--- config.mk ---
export PLATFORM = sky130hd
export DESIGN_NAME = sample_loader
export DESIGN_NICKNAME = d
export VERILOG_FILES = /design/src/rtl/sample_loader.sv
export SDC_FILE = /design/constraint.sdc
export NUM_CORES = 1
export LEC_CHECK = 0
export CAP_MARGIN = 20
export CORE_ASPECT_RATIO = 0.5
export CORE_MARGIN = 2
export CORE_UTILIZATION = 51
export DETAILED_ROUTE_END_ITERATION = 10
export PLACE_DENSITY = 0.79
export SLEW_MARGIN = 10
export SYNTH_ARGS = -nofsm -noshare
export SYNTH_HDL_FRONTEND = slang
export SYNTH_SLANG_ARGS = --single-unit
--- constraint.sdc ---
create_clock -name clk -period 2.1 [get_ports clk]
set_clock_uncertainty 0.2 [all_clocks]
set_input_delay 0.63 -clock clk [delete_from_list [all_inputs] [get_ports clk]]
set_output_delay 0.63 -clock clk [all_outputs]
set_load 0.02 [all_outputs]
--- src/rtl/sample_loader.sv ---
// Frame loader: scales unsigned samples, saturates, and writes them into a ping-pong sample memory.
// Define SAMPLE_LOADER_BITREV_EN to store samples at bit-reversed indices (FFT input order).
module sample_loader #(
  parameter int LOG2N = 10,
  parameter int IN_W  = 8,
  parameter int OUT_W = 10,
  parameter int SCALE = 250
) (
  input  logic             clk,
  input  logic             rst_n,
  input  logic             do_load,
  input  logic             in_valid,
  output logic             in_ready,
  input  logic [IN_W-1:0]  in_data,
  output logic             mem_we,
  output logic [LOG2N:0]   mem_addr,
  output logic [OUT_W-1:0] mem_data,
  output logic             data_loaded,
  output logic             done_bank,
  output logic             sat_flag
);

  typedef enum logic [1:0] {IDLE, LOAD, DONE} state_t;

  localparam int               PW      = IN_W + 32;
  localparam logic [LOG2N:0]   LAST    = (LOG2N+1)'((1 << LOG2N) - 1);
  localparam logic [OUT_W-1:0] MAXV    = '1;
  localparam logic [PW-1:0]    MAXV_W  = {{(PW-OUT_W){1'b0}}, MAXV};
  localparam logic [PW-1:0]    SCALE_W = PW'(SCALE);

  function automatic logic [LOG2N-1:0] index_of(input logic [LOG2N-1:0] k);
    logic [LOG2N-1:0] r;
`ifdef SAMPLE_LOADER_BITREV_EN
    for (int i = 0; i < LOG2N; i++) r[i] = k[LOG2N-1-i];
`else
    r = k;
`endif
    return r;
  endfunction

  function automatic logic [OUT_W-1:0] saturate(input logic [PW-1:0] p);
    return (p > MAXV_W) ? MAXV : p[OUT_W-1:0];
  endfunction

  state_t           state_q, state_d;
  logic [LOG2N:0]   count_q, count_d;
  logic             wr_bank_q, wr_bank_d;
  logic             done_bank_q, done_bank_d;
  logic             data_loaded_q, data_loaded_d;
  logic             sat_flag_q, sat_flag_d;
  logic             mem_we_q, mem_we_d;
  logic [LOG2N:0]   mem_addr_q, mem_addr_d;
  logic [OUT_W-1:0] mem_data_q, mem_data_d;
  logic [PW-1:0]    prod;
  logic             accept;

  // in_ready is a pure function of registered state so upstream sees no combinational path.
  assign in_ready = (state_q == LOAD) && (count_q <= LAST);
  assign accept   = in_valid && in_ready;
  assign prod     = PW'(in_data) * SCALE_W;

  always_comb begin
    state_d       = state_q;
    count_d       = count_q;
    wr_bank_d     = wr_bank_q;
    done_bank_d   = done_bank_q;
    data_loaded_d = data_loaded_q;
    sat_flag_d    = sat_flag_q;
    mem_we_d      = accept;
    mem_addr_d    = mem_addr_q;
    mem_data_d    = mem_data_q;

    // The write for an accepted sample is issued even if do_load drops on the same edge.
    if (accept) begin
      mem_addr_d = {wr_bank_q, index_of(count_q[LOG2N-1:0])};
      mem_data_d = saturate(prod);
      if (prod > MAXV_W) sat_flag_d = 1'b1;
    end

    case (state_q)
      IDLE, DONE: begin
        if (do_load) begin
          state_d       = LOAD;
          count_d       = '0;
          data_loaded_d = 1'b0;
          sat_flag_d    = 1'b0;
        end
      end
      LOAD: begin
        if (!do_load) begin
          state_d = IDLE;
          count_d = '0;
        end else if (accept) begin
          count_d = count_q + 1'b1;
          if (count_q == LAST) begin
            state_d       = DONE;
            data_loaded_d = 1'b1;
            done_bank_d   = wr_bank_q;
            wr_bank_d     = ~wr_bank_q;
          end
        end
      end
      default: state_d = IDLE;
    endcase
  end

  always_ff @(posedge clk or negedge rst_n) begin
    if (!rst_n) begin
      state_q       <= IDLE;
      count_q       <= '0;
      wr_bank_q     <= 1'b0;
      done_bank_q   <= 1'b0;
      data_loaded_q <= 1'b0;
      sat_flag_q    <= 1'b0;
      mem_we_q      <= 1'b0;
      mem_addr_q    <= '0;
      mem_data_q    <= '0;
    end else begin
      state_q       <= state_d;
      count_q       <= count_d;
      wr_bank_q     <= wr_bank_d;
      done_bank_q   <= done_bank_d;
      data_loaded_q <= data_loaded_d;
      sat_flag_q    <= sat_flag_d;
      mem_we_q      <= mem_we_d;
      mem_addr_q    <= mem_addr_d;
      mem_data_q    <= mem_data_d;
    end
  end

  assign mem_we      = mem_we_q;
  assign mem_addr    = mem_addr_q;
  assign mem_data    = mem_data_q;
  assign data_loaded = data_loaded_q;
  assign done_bank   = done_bank_q;
  assign sat_flag    = sat_flag_q;

endmodule
; ---- After elaboration in Yosys (flattened, before gate mapping)
; Index checks and enable logic that the tools add are counted.
[totals]
reg_bits = 39
word_cells = 51
[classes]
n_addsub = 1
multipliers = 1
order_cmp = 2
eq_ne = 9
mux = 19
bitwise = 1
reduce_logical = 9
[op_table]
columns = operator, n
row1 = $mux W11, 3
row2 = $pmux W11 S2, 1
row3 = $gt A16 B10 Y1 const B, 1
row4 = $mul A8 B7 Y15 const B, 1
row5 = $add A11 B1 Y11 const B, 1
row6 = $eq A11 B10 Y1 const B, 1
row7 = $le A11 B10 Y1 const B, 1
row8 = $mux W10, 1
row9 = $mux W1, 8
row10 = $mux W2, 4
row11 = $ne A2 B2 Y1 const B, 3
row12 = $reduce_and A3 Y1, 2
row13 = $reduce_and A5 Y1, 1
row14 = $pmux W2 S2, 1
row15 = $reduce_and A4 Y1, 1
row16 = $ne A3 B2 Y1 const B, 1
row17 = $ne A3 B3 Y1 const B, 1
row18 = $eq A2 B1 Y1 const B, 1
row19 = $eq A2 B2 Y1 const B, 1
row20 = $logic_and A1 B1 Y1, 2
row21 = $logic_not A2 Y1, 1
row22 = $ne A2 B1 Y1 const B, 1
row23 = $pmux W1 S2, 1
row24 = $reduce_bool A2 Y1, 1
row25 = 2 further kinds, 2

; ---- Longest topological paths before layout
; Gate-level depths: netlist of run 1.
[depth]
depth_word = 6
mapped_depth = 16

; ---- Worst setup path after synthesis of run 1
; OpenSTA, ideal clock, no wires.
[synth_path]
path_kind = input-to-reg
start = in in_data[1]
end = reg mem_data_q[7], in the netlist mem_data[7]
setup_time_ns = 0.133
t_arrival_ns = 4.303
t_required_ns = 1.767
slack_ns = -2.536
stages = 15
path_buffers = 1
path_cell_list = fa_1 inv_1 fa_1 fa_1 fa_1 inv_1 ha_1 o211ai_1 o211ai_2 and3_4 mux2i_1 a31oi_1 and4bb_4 buf_6 a31oi_4
[synth_between]
elab_chain_len = 3
[synth_rtl]
columns = item, line_no
row1 = start: declaration, 14  ; input logic [IN_W-1:0] in_data,
row2 = $mul A8 B7 Y15 (*), 60  ; assign prod = PW'(in_data) * SCALE_W;
row3 = $gt A16 B10 Y1, 42  ; return (p > MAXV_W) ? MAXV : p[OUT_W-1:0];
row4 = $mux W10 (*), 42
row5 = end signal: assignment, 127  ; mem_data_q <= mem_data_d;
row6 = end: declaration, 53  ; logic [OUT_W-1:0] mem_data_q, mem_data_d;
; Mark *: on every way between the ends. The rest lies on a longest branch, timed or not.
; A chain may end at the register's enable or synchronous reset.

; ---- Worst setup path after layout of run 1
[layout_path]
start = in in_data[2]
end = reg mem_data_q[6], in the netlist mem_data[6]
; Same word-level chain as after synthesis.

==> reports/results.md, run 1 <==
Worst hold path
- **kind of path behind the tightest hold check** in2async

Floorplanning
- **core region area** 0.00603 mm²
- **Die Span Y** 59.6 µm
- **area enclosed by the die boundary** 0.00687 mm²
- **number of primary I/O pins** 38
- **horizontal die dimension** 115 µm
- **initial cell density of the core** 52.3%
- **number of placement rows** 20

Power and ir drop
- **Cell Pwr Density** 993 mW/mm²
- **share of total power in combinational logic** 65.8%
- **worst ir drop on vdd** 0.000555 V
- **internal power consumption** 0.00281 W
- **sequential share of power** 17.6%
- **relative contribution of the clock network to total power** 16.6%
- **switching pwr** 0.00197 W
- **sw frac** 41.2%
- **leakage power of the design** 2.36 nW

Synth
- **leading register cell type out of synthesis** sky130_fd_sc_hd__dfrtp_1
- **portion of synthesized cell area occupied by the leading cell type** 30.9%
- **most frequent cells after synthesis** sky130_fd_sc_hd__nand2_1 (51), sky130_fd_sc_hd__dfrtp_1 (39), sky130_fd_sc_hd__ha_1 (39)
- **gate count of the mapped netlist** 333
- **post-synthesis sequential area ratio** 30.9%
- **summed instance area of the synthesized netlist** 0.00316 mm²
- **Synth Warn #** 0
- **cell taking the most area after synthesis** sky130_fd_sc_hd__dfrtp_1
- **#FFs+latches synth** 39
- **number of synthesized flops with an enable pin** 0
- **synth top area cells** sky130_fd_sc_hd__dfrtp_1 (31%), sky130_fd_sc_hd__ha_1 (15%), sky130_fd_sc_hd__fa_1 (13%)
- **library cell with the highest instance count after synthesis** sky130_fd_sc_hd__nand2_1
- **share of async-settable or async-resettable flops after synthesis** 100%
- **average size of a mapped cell** 9.48 µm²
- **synthesized net count** 405
- **number of distinct standard cells referenced by the synthesized netlist** 51

Clocking
- **clock slew seen by the registers of the worst setup and hold paths** 0.06 ns
- **clock buffers created by TritonCTS** 5
- **clock insertion delay at the later pin of the skew report** 0.28 ns
- **root buffer cell** sky130_fd_sc_hd__clkbuf_16
- **Clock Sinks** 39
- **H-tree lvl count** 2
- **TritonCTS clock tree** done
- **post-cts hold buffer count** 0
- **number of buffers on the longest clock path** 2

Drt
- **starting DRC count in detailed routing** 163
- **routed vias/inst** 5.54
- **routed length per instance** 17.6 µm
- **number of nets with antenna violations after routing** 0
- **wire length reported by the detailed router** 9450 µm
- **Detailed Routing Iterations Pass 1** 4
- **DRC errors left** 0
- **total number of vias** 2980

Critical path
- **endpoint type of the worst setup path** flip-flop
- **worst setup path class** in2reg
- **worst-path maximum fanout** 6
- **startpoint type of the worst setup path** input pin
- **data required time at the worst endpoint** 2.05 ns
- **Arr. time, crit path** 4.60 ns

Placement
- **quantity of I/O buffers inserted on ports** 37
- **post-detailed-placement cell area** 0.00413 mm²
- **placed wire-length estimate** 5870 µm
- **final weighted congestion in routability-driven placement** 0.856
- **pre-CTS worst setup slack** -3.26 ns

Layout
- **Net count, final** 521
- **area of combinational cells with multiple inputs** 0.00236 mm²
- **Finished Cell Area** 0.00480 mm²
- **Seq. cell area** 976 µm²
- **final antenna diode count** 0
- **growth of design area from synthesis to finish** 52.2%
- **Filler Cells Inserted** 356
- **share of post-route cells with drive strength above 1** 36.4%

GRT
- **number of antenna violations at the first check in global routing** 0
- **GR met3 Demand/Resource** 2.76%
- **met2 routing resource usage after global routing** 54.2%
- **wire length of the first global-routing pass** 14400 µm
- **via count of the first global-routing pass** 3192
- **overall track demand over capacity in global routing** 27.2%
- **total overflow reported by the global router** 0
- **pin count of the biggest net entering global routing** 40
- **busiest grt layer** met2
- **met1 GRT Util** 30.2%

STA
- **top achievable clock speed** 215 MHz
- **worst path setup slack after routing** -2.55 ns
- **Setup violations, final** 24
- **worst slew margin relative to its limit** 73.4%
- **hold violation total from the final report** 0
- **transition time of the tightest slew-check pin** 0.398 ns
- **clock period minus worst slack** 4.65 ns
- **unrepaired setup endpoints after global routing** true
- **fraction of the cycle the final worst path needs** 221%
- **setup TNS** -28.79 ns
- **Slew Viols, Final** 0

Flow run
- **number of maximum-capacitance violations** 0

Outcome
- **violations in the final reports** negative setup slack
- **run status** complete, but fails checks

layout by cell type, fill, tap and decap left out, types with 10 or more instances in the layout:
cell type                         count
sky130_fd_sc_hd__buf_4               65
sky130_fd_sc_hd__clkdlybuf4s50_1     18
sky130_fd_sc_hd__dfrtp_1             39
sky130_fd_sc_hd__fa_1                21
sky130_fd_sc_hd__ha_1                29
sky130_fd_sc_hd__ha_4                10
sky130_fd_sc_hd__inv_1               31
sky130_fd_sc_hd__nand2_1             42
sky130_fd_sc_hd__nor2_1              27
sky130_fd_sc_hd__o21ai_2             11
routing by layer:
metal  share of wire (%)  wire (µm)
met1                  37       3490
met2                  55       5230
met3                 4.1        392
met4                 3.7        348
met5                   0          0
power by group through the flow:
| stage | sequential (W) | clock [W] | combinational, W |
|---|---|---|---|
| floorplan | 0.000907 | 0 | 0.00149 |
| global placement | 0.000850 | 0 | 0.00224 |
| detailed placement | 0.000852 | 0 | 0.00237 |
| CTS | 0.000840 | 0.000786 | 0.00283 |
| global route | 0.000845 | 0.000829 | 0.00339 |
| finish | 0.000840 | 0.000793 | 0.00314 |
registers in the layout, indices dropped and copies added, names as in the netlist:
name         flops
mem_we           1
mem_data        10
count_q         11
state_q          2
sat_flag         1
data_loaded      1
mem_addr        11
done_bank        1
wr_bank_q        1
layout make-up:
class	instances	share of cell area (%)
Clock buffer	8	3.26
Inverter	36	2.92
Multi-Input combinational cell	252	49.1
Sequential cell	39	20.3
Tap cell	88	2.29
Timing Repair Buffer	115	22.1
path summary, 6_finish.rpt:
kind,start,to,slack (ns),cells past startpoint
min reg2reg,mem_addr[6],mem_addr[6],0.28,2
max in group asynchronous,rst_n,mem_addr[0],1.40,2
min in group clk,mem_addr[6],mem_addr[6],0.28,2
max reg2reg,count_q[1],done_bank,-0.15,8
min,rst_n,mem_addr[2],0.11,2
max,in_data[2],mem_data[6],-2.55,15
what timing repair did:
item / CTS / global route
gates cloned: 2 / 0
setup endpoints to repair: 33 / 46
setup buffers: 9 / 4
gates resized for setup: 64 / 60
pin swaps: 28 / 37
hold endpoints to repair: 0 / 0
worst max-delay path, stage by stage:
cell	delay [ns]
sky130_fd_sc_hd__buf_8	0.11
sky130_fd_sc_hd__fa_1	0.56
sky130_fd_sc_hd__inv_2	0.05
sky130_fd_sc_hd__fa_1	0.49
sky130_fd_sc_hd__fa_1	0.53
sky130_fd_sc_hd__fa_1	0.52
sky130_fd_sc_hd__inv_2	0.05
sky130_fd_sc_hd__ha_4	0.28
sky130_fd_sc_hd__o211ai_1	0.11
sky130_fd_sc_hd__o211ai_2	0.19
sky130_fd_sc_hd__and3_4	0.22
sky130_fd_sc_hd__mux2i_1	0.19
sky130_fd_sc_hd__a31oi_1	0.14
sky130_fd_sc_hd__and4bb_4	0.44
sky130_fd_sc_hd__a31oi_1	0.11
metrics by stage:
stage                     hold WS (ns)  instances  power [W]  utilization, %
final                            0.108        538    0.00477            79.7
after global routing             0.123        538    0.00506            79.7
after CTS                        0.124        534    0.00446            75.6
after detailed placement         0.268        516    0.00323            68.5
after global placement           0.258        516    0.00309            68.5
after floorplan                  0.134        333    0.00240               -
cell families after synthesis:
group,count (synthesis),synth area share (%)
mux,2,0.674
simple gates,120,17.8
compound gates,60,13.9
xor+xnor,9,2.50
fa+ha+maj,60,28.8
buf+inv,43,5.51
flops,39,30.9
Note: power is estimated with default switching activity, not from simulation.
==> run 2: changes to the inputs <==
--- a/config.mk
+++ b/config.mk
@@ -10,6 +10,7 @@
 export CORE_MARGIN = 2
 export CORE_UTILIZATION = 51
 export DETAILED_ROUTE_END_ITERATION = 10
+export GPL_ROUTABILITY_DRIVEN = 0
 export PLACE_DENSITY = 0.79
 export SLEW_MARGIN = 10
 export SYNTH_ARGS = -nofsm -noshare
==> results of run 2 <==
No change in the layout: final DEF, timing and power equal those of run 1.
==> run 3: changes to the inputs <==
--- a/config.mk
+++ b/config.mk
@@ -12,6 +12,7 @@
 export DETAILED_ROUTE_END_ITERATION = 10
 export GPL_ROUTABILITY_DRIVEN = 0
 export PLACE_DENSITY = 0.79
+export SETUP_SLACK_MARGIN = 0.3
 export SLEW_MARGIN = 10
 export SYNTH_ARGS = -nofsm -noshare
 export SYNTH_HDL_FRONTEND = slang
==> reports/results.md, run 3 (same netlist as run 1, synthesis figures left out) <==
Power and ir drop
- **sw frac** 40.3%
- **sequential share of power** 17.5%
- **Cell Pwr Density** 989 mW/mm²
- **share of total power in combinational logic** 64.2%
- **internal power consumption** 0.00289 W
- **switching pwr** 0.00195 W
- **relative contribution of the clock network to total power** 18.3%
- **worst ir drop on vdd** 0.000617 V
- **leakage power of the design** 2.40 nW

Critical path
- **endpoint type of the worst setup path** flip-flop
- **CP Launch Point** in_data[3]
- **Arr. time, crit path** 4.60 ns
- **worst flop-to-flop path endpoint** done_bank
- **worst setup path class** in2reg
- **sum of buffers and inverters on the critical path** 3
- **end point of the critical path** mem_data[6]
- **cell-by-cell trace of the critical path** buf_8 > fa_1 > inv_1 > fa_1 > fa_1 > fa_1 > inv_2 > ha_4 > o211ai_1 > o211ai_2 > and3_4 > mux2i_2 > a31oi_2 > and4bb_4 > a31oi_1
- **Critical-path top delay cell** sky130_fd_sc_hd__fa_1
- **highest cell delay on the worst timing path** 0.55 ns
- **startpoint type of the worst setup path** input pin
- **depth of the worst register-to-register path** 9
- **data required time at the worst endpoint** 2.06 ns
- **worst-path maximum fanout** 6
- **RR Startpoint** count_q[1]
- **logic depth of the worst path, buffers included** 15
- **family with the most delay on the worst path** adder cells
- **CP most frequent cell** sky130_fd_sc_hd__fa_1
- **setup slack of the worst register-to-register path** -0.17 ns

STA
- **top achievable clock speed** 216 MHz
- **unrepaired setup endpoints after global routing** true
- **fraction of the cycle the final worst path needs** 221%
- **Slew Viols, Final** 0
- **Setup violations, final** 38
- **transition time of the tightest slew-check pin** 0.485 ns
- **worst slew margin relative to its limit** 67.7%
- **worst path setup slack after routing** -2.53 ns
- **hold violation total from the final report** 0
- **clock period minus worst slack** 4.63 ns

Worst hold path
- **kind of path behind the tightest hold check** in2async

GRT
- **total overflow reported by the global router** 0
- **wire length of the first global-routing pass** 14400 µm
- **via count of the first global-routing pass** 3100
- **overall track demand over capacity in global routing** 27.5%
- **pin count of the biggest net entering global routing** 40
- **number of antenna violations at the first check in global routing** 0

Floorplanning
- **area enclosed by the die boundary** 0.00687 mm²
- **core region area** 0.00603 mm²
- **horizontal die dimension** 115 µm
- **number of placement rows** 20
- **Die Span Y** 59.6 µm
- **initial cell density of the core** 52.3%
- **number of primary I/O pins** 38

Drt
- **routed length per instance** 16.9 µm
- **length of routed met3 wiring** 400 µm
- **topmost layer with routed signal wires** met4
- **routed vias/inst** 5.40
- **starting DRC count in detailed routing** 210
- **Detailed Routing Iterations Pass 1** 4
- **total routed wire length on the met1 layer** 3540 µm
- **DRC errors left** 0
- **wire length reported by the detailed router** 9280 µm
- **DR WL met2** 5090 µm
- **total number of vias** 2960
- **number of nets with antenna violations after routing** 0

Layout
- **Non-Filler Instances** 548
- **Net count, final** 531
- **share of post-route cells with drive strength above 1** 46.7%
- **growth of design area from synthesis to finish** 55.1%
- **final antenna diode count** 0
- **most used cells in the layout excluding fill and tap cells** sky130_fd_sc_hd__buf_4 (70), sky130_fd_sc_hd__dfrtp_1 (39), sky130_fd_sc_hd__inv_1 (31)
- **commonest non-fill, non-tap cell in the layout** sky130_fd_sc_hd__buf_4

Clocking
- **post-cts hold buffer count** 0
- **Clock Sinks** 39
- **root buffer cell** sky130_fd_sc_hd__clkbuf_16
- **clock insertion delay at the later pin of the skew report** 0.29 ns
- **H-tree lvl count** 2
- **clock slew seen by the registers of the worst setup and hold paths** 0.06 ns
- **number of buffers on the longest clock path** 2
- **TritonCTS clock tree** done
- **clock buffers created by TritonCTS** 5

Outcome
- **violations in the final reports** negative setup slack
- **run status** complete, but fails checks

Flow run
- **number of maximum-capacitance violations** 0

Placement
- **pre-CTS worst setup slack** -3.24 ns
- **quantity of I/O buffers inserted on ports** 37
- **placed wire-length estimate** 5700 µm
- **cell count after placement** 520

run 3: changes by cell type in the layout (fill, tap and decap cells not counted), sizes merged:
cell / previous run / this run
dlygate4sd2: 4 / 2
clkinv: 0 / 1
clkbuf: 8 / 26
inv: 36 / 37
buf: 82 / 93
clkdlybuf4s15: 1 / 5
bufbuf: 1 / 0
bufinv: 0 / 1
clkdlybuf4s50: 18 / 4
dlymetal6s2s: 9 / 0
run 3: stage by stage:
step	hold slack, ns	setup TNS, ns	total power (W)	cell area [µm²]	util (%)
finish	0.194	-30.20	0.00484	4890	81.2
global route	0.234	-34.03	0.00518	4890	81.2
CTS	0.204	-28.77	0.00469	4790	79.4
detailed placement	0.257	-45.01	0.00325	4200	69.6
global placement	0.250	-42.50	0.00316	4200	69.6
floorplan	0.134	-26.62	0.00242	3280	-
run 3: metal layers:
metal	global-route usage (%)	vias to the layer above
li1	-	1377
met1	30.8	1461
met5	0	-
met4	11.4	0
met2	53.8	97
met3	3.58	25
run 3: area by class of cell:
cell class	count	area, µm²
flip-flops and latches	39	976
clock buffers	6	139
multi-input cells	252	2430
fillers	319	1140
inverters	36	148
well taps	88	110
repair inverters	1	11.3
clock inverters	2	35.0
repair buffers	124	1050
run 3: what timing repair did:
action	CTS	global route
endpoints found under the setup margin	65	60
setup buffers	12	3
cloned	4	1
pin swaps	30	38
resized for setup	137	68
run 3: worst min path at each step:
stage,startpoint,end,slack [ns],cells after the start
floorplan,rst_n,count_q[0],0.13,0
global placement,mem_addr[9],mem_addr[9],0.25,2
detailed placement,mem_addr[4],mem_addr[4],0.26,2
CTS,rst_n,mem_addr[5],0.20,2
global route,rst_n,mem_addr[4],0.23,2
finish,rst_n,wr_bank_q,0.19,2
run 3: worst reg2reg max path, cell delays in order, from the launching register on:
cell and delay [ns]:
sky130_fd_sc_hd__dfrtp_1 0.40, sky130_fd_sc_hd__ha_4 0.16, sky130_fd_sc_hd__nand3b_1 0.16, sky130_fd_sc_hd__nor4_4 0.06, sky130_fd_sc_hd__buf_4 0.14, sky130_fd_sc_hd__buf_6 0.11
sky130_fd_sc_hd__or3_4 0.37, sky130_fd_sc_hd__nor3_4 0.16, sky130_fd_sc_hd__nand2_2 0.10, sky130_fd_sc_hd__mux2_4 0.30
run 3: power groups by stage:
stage | combinational, W | clock [W] | sequential [W]
global placement | 0.00231 | 0 | 0.000848
CTS | 0.00296 | 0.000889 | 0.000840
global route | 0.00339 | 0.000938 | 0.000850
finish | 0.00311 | 0.000888 | 0.000845
floorplan | 0.00152 | 0 | 0.000907
detailed placement | 0.00240 | 0 | 0.000852
